$ cat src/rtl/uart_tx_fifo.sv
// Byte FIFO feeding a UART transmitter through a tx_data/tx_start/tx_busy handshake.
// Latency: a write into an empty FIFO with tx_busy low produces tx_start two cycles later (pop, then LOAD).
// Backpressure: writes while full are dropped and flagged in the sticky overflow bit; pops wait for tx_busy low.
//
// Ports:
//   clk, rst          system clock, synchronous active-high reset
//   wr_data, wr_en    byte to enqueue and its enqueue strobe
//   flush             synchronous clear of FIFO contents and overflow
//   full, empty       registered occupancy flags
//   count             registered occupancy, 0..DEPTH
//   overflow          sticky: a write was dropped while full
//   tx_data           byte presented to the transmitter (held until the next pop)
//   tx_start          one-cycle start pulse, issued in LOAD
//   tx_busy           transmitter busy, high while a frame is being shifted out
module uart_tx_fifo #(
  parameter int DEPTH        = 16,
  parameter int ADDR_W       = 4,
  parameter int BUSY_TIMEOUT = 16
) (
  input  logic              clk,
  input  logic              rst,
  input  logic [7:0]        wr_data,
  input  logic              wr_en,
  input  logic              flush,
  output logic              full,
  output logic              empty,
  output logic [ADDR_W:0]   count,
  output logic              overflow,
  output logic [7:0]        tx_data,
  output logic              tx_start,
  input  logic              tx_busy
);

  localparam int TMR_W = $clog2(BUSY_TIMEOUT + 1);

  localparam logic [ADDR_W-1:0] PTR_ONE   = 1;
  localparam logic [ADDR_W:0]   CNT_ONE   = 1;
  localparam logic [ADDR_W:0]   CNT_DEPTH = DEPTH;
  localparam logic [TMR_W-1:0]  TMR_ONE   = 1;
  localparam logic [TMR_W-1:0]  TMR_LAST  = BUSY_TIMEOUT - 1;

  typedef enum logic [1:0] {
    IDLE    = 2'd0,
    LOAD    = 2'd1,
    WAIT_HI = 2'd2,
    WAIT_LO = 2'd3
  } state_t;

  state_t            state;
  state_t            state_nxt;
  logic [TMR_W-1:0]  timer;
  logic [TMR_W-1:0]  timer_nxt;

  logic [7:0]        mem [DEPTH];
  logic [ADDR_W-1:0] wr_ptr;
  logic [ADDR_W-1:0] rd_ptr;
  logic [ADDR_W:0]   count_nxt;
  logic              pop;
  logic              wr_acc;

  // A flush cycle suppresses the pop so the flushed head byte is never launched.
  assign pop = (state == IDLE) && !empty && !tx_busy && !flush;

  // When full, a write only fits if the head leaves in the same cycle.
  assign wr_acc = wr_en && !flush && (!full || pop);

  always_comb begin
    count_nxt = count;
    case ({wr_acc, pop})
      2'b10:   count_nxt = count + CNT_ONE;
      2'b01:   count_nxt = count - CNT_ONE;
      default: count_nxt = count;
    endcase
  end

  // Storage array carries no reset; only pointers define validity.
  always_ff @(posedge clk) begin
    if (!rst && wr_acc) begin
      mem[wr_ptr] <= wr_data;
    end
  end

  always_ff @(posedge clk) begin
    if (rst) begin
      wr_ptr   <= '0;
      rd_ptr   <= '0;
      count    <= '0;
      full     <= 1'b0;
      empty    <= 1'b1;
      overflow <= 1'b0;
      tx_data  <= 8'h00;
    end else if (flush) begin
      // tx_data is left alone so an in-flight byte keeps its data stable.
      wr_ptr   <= '0;
      rd_ptr   <= '0;
      count    <= '0;
      full     <= 1'b0;
      empty    <= 1'b1;
      overflow <= 1'b0;
    end else begin
      if (wr_acc) begin
        wr_ptr <= wr_ptr + PTR_ONE;
      end
      if (pop) begin
        tx_data <= mem[rd_ptr];
        rd_ptr  <= rd_ptr + PTR_ONE;
      end
      if (wr_en && !wr_acc) begin
        overflow <= 1'b1;
      end
      count <= count_nxt;
      full  <= (count_nxt == CNT_DEPTH);
      empty <= (count_nxt == '0);
    end
  end

  always_ff @(posedge clk) begin
    if (rst) begin
      state <= IDLE;
      timer <= '0;
    end else begin
      state <= state_nxt;
      timer <= timer_nxt;
    end
  end

  always_comb begin
    state_nxt = state;
    timer_nxt = timer;
    tx_start  = 1'b0;
    case (state)
      IDLE: begin
        if (pop) begin
          state_nxt = LOAD;
        end
      end
      LOAD: begin
        tx_start  = 1'b1;
        timer_nxt = '0;
        state_nxt = WAIT_HI;
      end
      WAIT_HI: begin
        // A transmitter that never acknowledges must not wedge the queue:
        // after BUSY_TIMEOUT cycles the byte is treated as sent.
        if (tx_busy) begin
          state_nxt = WAIT_LO;
        end else if (timer == TMR_LAST) begin
          state_nxt = IDLE;
        end else begin
          timer_nxt = timer + TMR_ONE;
        end
      end
      WAIT_LO: begin
        if (!tx_busy) begin
          state_nxt = IDLE;
        end
      end
      default: state_nxt = IDLE;
    endcase
  end

endmodule
$ cat config.mk
export PLATFORM = sky130hd
export DESIGN_NAME = uart_tx_fifo
export DESIGN_NICKNAME = d
export VERILOG_FILES = /design/src/rtl/uart_tx_fifo.sv
export SDC_FILE = /design/constraint.sdc
export NUM_CORES = 1
export LEC_CHECK = 0
export CORE_MARGIN = 5
export CORE_UTILIZATION = 45
export DETAILED_ROUTE_END_ITERATION = 7
export PLACE_DENSITY_LB_ADDON = 0.05
export SYNTH_ARGS = -nofsm -noshare
export SYNTH_HDL_FRONTEND = slang
export SYNTH_SLANG_ARGS = --single-unit
$ cat constraint.sdc
create_clock -name clk -period 6.85 [get_ports clk]
set_input_delay 1.37 -clock clk [delete_from_list [all_inputs] [get_ports clk]]
set_output_delay 1.37 -clock clk [all_outputs]
set_load 0.005 [all_outputs]
==> results.cfg <==
[floorplan]
floorplan.die.height_um = 129.6
floorplan.initialDensity_pct = 46.17
die_w_um = 129.6
io_pins = 30
core-area_mm2 = 0.01393
rows = 43
die_area_mm2 = 0.01679

[detailed_routing]
drt_drc_violations_left = 0
wl_met3_um = 405
firstDrtPassIters = 5
routed_wl_mm = 12.88
routed_metal_1_wirelength_mm = 5.695
viasPerCell = 5.523
drt-initial-drc-count = 182
met2_length_mm = 6.631
route.vias.total = 3347
top_layer_used = met4
antenna_violating_nets_post_route = 0
drt-wirelength-per-cell_um = 21.26

[synth]
async_set_or_reset_register_ratio_after_synthesis_pct = 0
postSynthCellCount = 378
synthesis.area_per_instance_um2 = 17.02
synth_area_leader_cell = edfxtp_1
synthesis.area_mm2 = 0.006434
yosys_register_bits = 159
synth_warnings = 0
postSynth.topFlopCell = edfxtp_1
synth_enable_flop_cells = 128
synth-seq-area-share_pct = 69.39
synth_fp_nets = 403
ranking_of_synthesized_cells_by_area = edfxtp_1 60%, mux4_2 11%, dfxtp_1 9.6%
netlist.area_leader.share_pct = 59.74
number_of_different_library_cells_in_the_post_synthesis_netlist = 40

[placement]
portBuffers = 29
hpwlAfterDp_mm = 8.054
gp_congestion = 0.7564

[timing]
period_minus_slack_ns = 4.288
maxSlewHeadroom_pct = 25.74
fin_skew_ns = 0.007959
period_share_pct = 62.60
finalHoldViolCount = 0
tightestPinTransition_ns = 1.105
maxSlewViolCount = 0
hold_ws_ns = 0.4616
totalNegativeSetupSlack_ns = 0
achievable_frequency_ghz = 0.2332
unrepaired_setup_endpoints_after_global_routing = false
setup-violations-final = 0

[status]
status = complete, no violations

[clocking]
clk_pin_slew_ns = 0.06
post_cts_resize_count = 0
sink_count = 159
cts_buf_count = 17
holdBufCountCts = 0
post-cts-setup-buffer-count = 0
cts_tree = built
h_tree_levels = 4
clk-insertion-delay-late_ns = 0.42
clock_path_buffers = 2
root_buffer = clkbuf_16

[final_layout]
most_common_cell_after_layout_fill_and_taps_aside = edfxtp_1
insertedDiodeCount = 0
post-route-util_pct = 53.87
drive_gt1_share_pct = 19.48
finalNetCount = 438
area_growth_syn_to_layout_pct = 16.69
most-common-layout-cells = 128 x edfxtp_1, 36 x nor2_1, 32 x mux4_2

[global_routing]
grt_start_max_net_pins = 29
antenna_found_initial = 0
grt_util_all_layers_pct = 16.62
grt_overflow_total = 0
grt_pass1_wl_mm = 20.22
via_count_of_the_first_global_routing_pass = 3500

[worst_setup_path]
timing.critical_path.required_ns = 7.13
crit_path_end_kind = register
worst_setup_path_start_kind = input port
worstPathMaxFanout = 13
crit_arrival_ns = 4.57
worstSetupPathType = in -> reg

[power_and_ir_drop]
leakage_nw = 2.353
cellPowerDensity_mw_per_mm2 = 269.0
vdd_drop_max_v = 0.0001599

[flow_run]
max-cap-violations = 0

[hold_path]
worstHoldPathType = reg -> reg
-- per-stage QoR --
step	worst slack [ns]	cells	power, W	cell area [µm²]
final	2.562	606	0.002019	7507
after global routing	2.330	606	0.002084	7507
after CTS	2.581	606	0.002037	7507
after detailed placement	2.159	574	0.001116	6930
after global placement	2.202	574	0.001114	6930
after floorplan	2.945	378	0.001089	6434
-- flip-flops by register name, indices dropped and copies added, names as in the netlist --
register / flops
state: 2
tx_data: 8
full: 1
mem: 128
overflow: 1
rd_ptr: 4
wr_ptr: 4
empty: 1
timer: 5
count: 5
-- path summary, 6_finish.rpt --
| check | end | startpoint | slack, ns | depth (start not counted) |
|---|---|---|---|---|
| max | empty$_SDFF_PP1_ | tx_busy | 2.56 | 12 |
| min | timer[3]$_SDFFE_PP0P_ | timer[3]$_SDFFE_PP0P_ | 0.46 | 1 |
| max reg2reg | empty$_SDFF_PP1_ | state[0]$_SDFFE_PP0P_ | 3.66 | 11 |
| min reg2reg | timer[3]$_SDFFE_PP0P_ | timer[3]$_SDFFE_PP0P_ | 0.46 | 1 |
-- power breakdown --
| group | switching (W) | internal, W |
|---|---|---|
| combinational | 0.0000280 | 0.0000179 |
| clock | 0.000361 | 0.000563 |
| sequential | 0.00000259 | 0.00105 |
-- cell families after synthesis --
family | share of synthesized area [%]
multiplexers | 14.18
AND/OR/NAND/NOR | 7.099
adder cells (fa/ha/maj) | 2.450
flip-flops | 69.39
buffers and inverters | 1.847
XOR/XNOR | 1.361
AO/OA/AOI/OAI | 3.676
-- Yosys cell counts (3+ instances only) --
cell type	n
nor3_1	8
xor2_1	6
nor4b_1	3
nand2_1	9
mux4_2	32
nand3b_1	10
buf_2	4
inv_1	7
nor2_1	36
ha_1	11
dfxtp_1	31
mux2i_1	18
nand3_1	6
nand2b_1	4
a21oi_1	12
edfxtp_1	128
clkbuf_1	13
xnor2_1	4
o21ai_0	4
o221ai_2	8
-- layout make-up --
class	count	area, µm²
clock buffer	17	425.4
clock inverter	15	151.4
fill	1140	6427
inverter	8	30.03
multi-input combinational	191	1867
sequential	159	4466
tap	180	225.2
timing repair buffer	36	342.8
-- critical path, cell delays in order --
cell and delay [ns]:
clkdlybuf4s50_1 0.47, or4_1 0.54, or2_4 0.33, clkinv_1 0.16, ha_1 0.27, inv_1 0.10
fa_1 0.40, nand2b_1 0.16, a21oi_1 0.13, mux2_2 0.38, mux2i_1 0.18, a21oi_1 0.06
-- per-layer routing --
metal / vias to the layer above / GRT usage, %
li1: 1545 / -
met1: 1727 / 20.89
met2: 61 / 28.18
met3: 14 / 4.122
met4: 0 / 5.807
met5: - / 0
No activity file was read; power rests on OpenSTA's default activity.
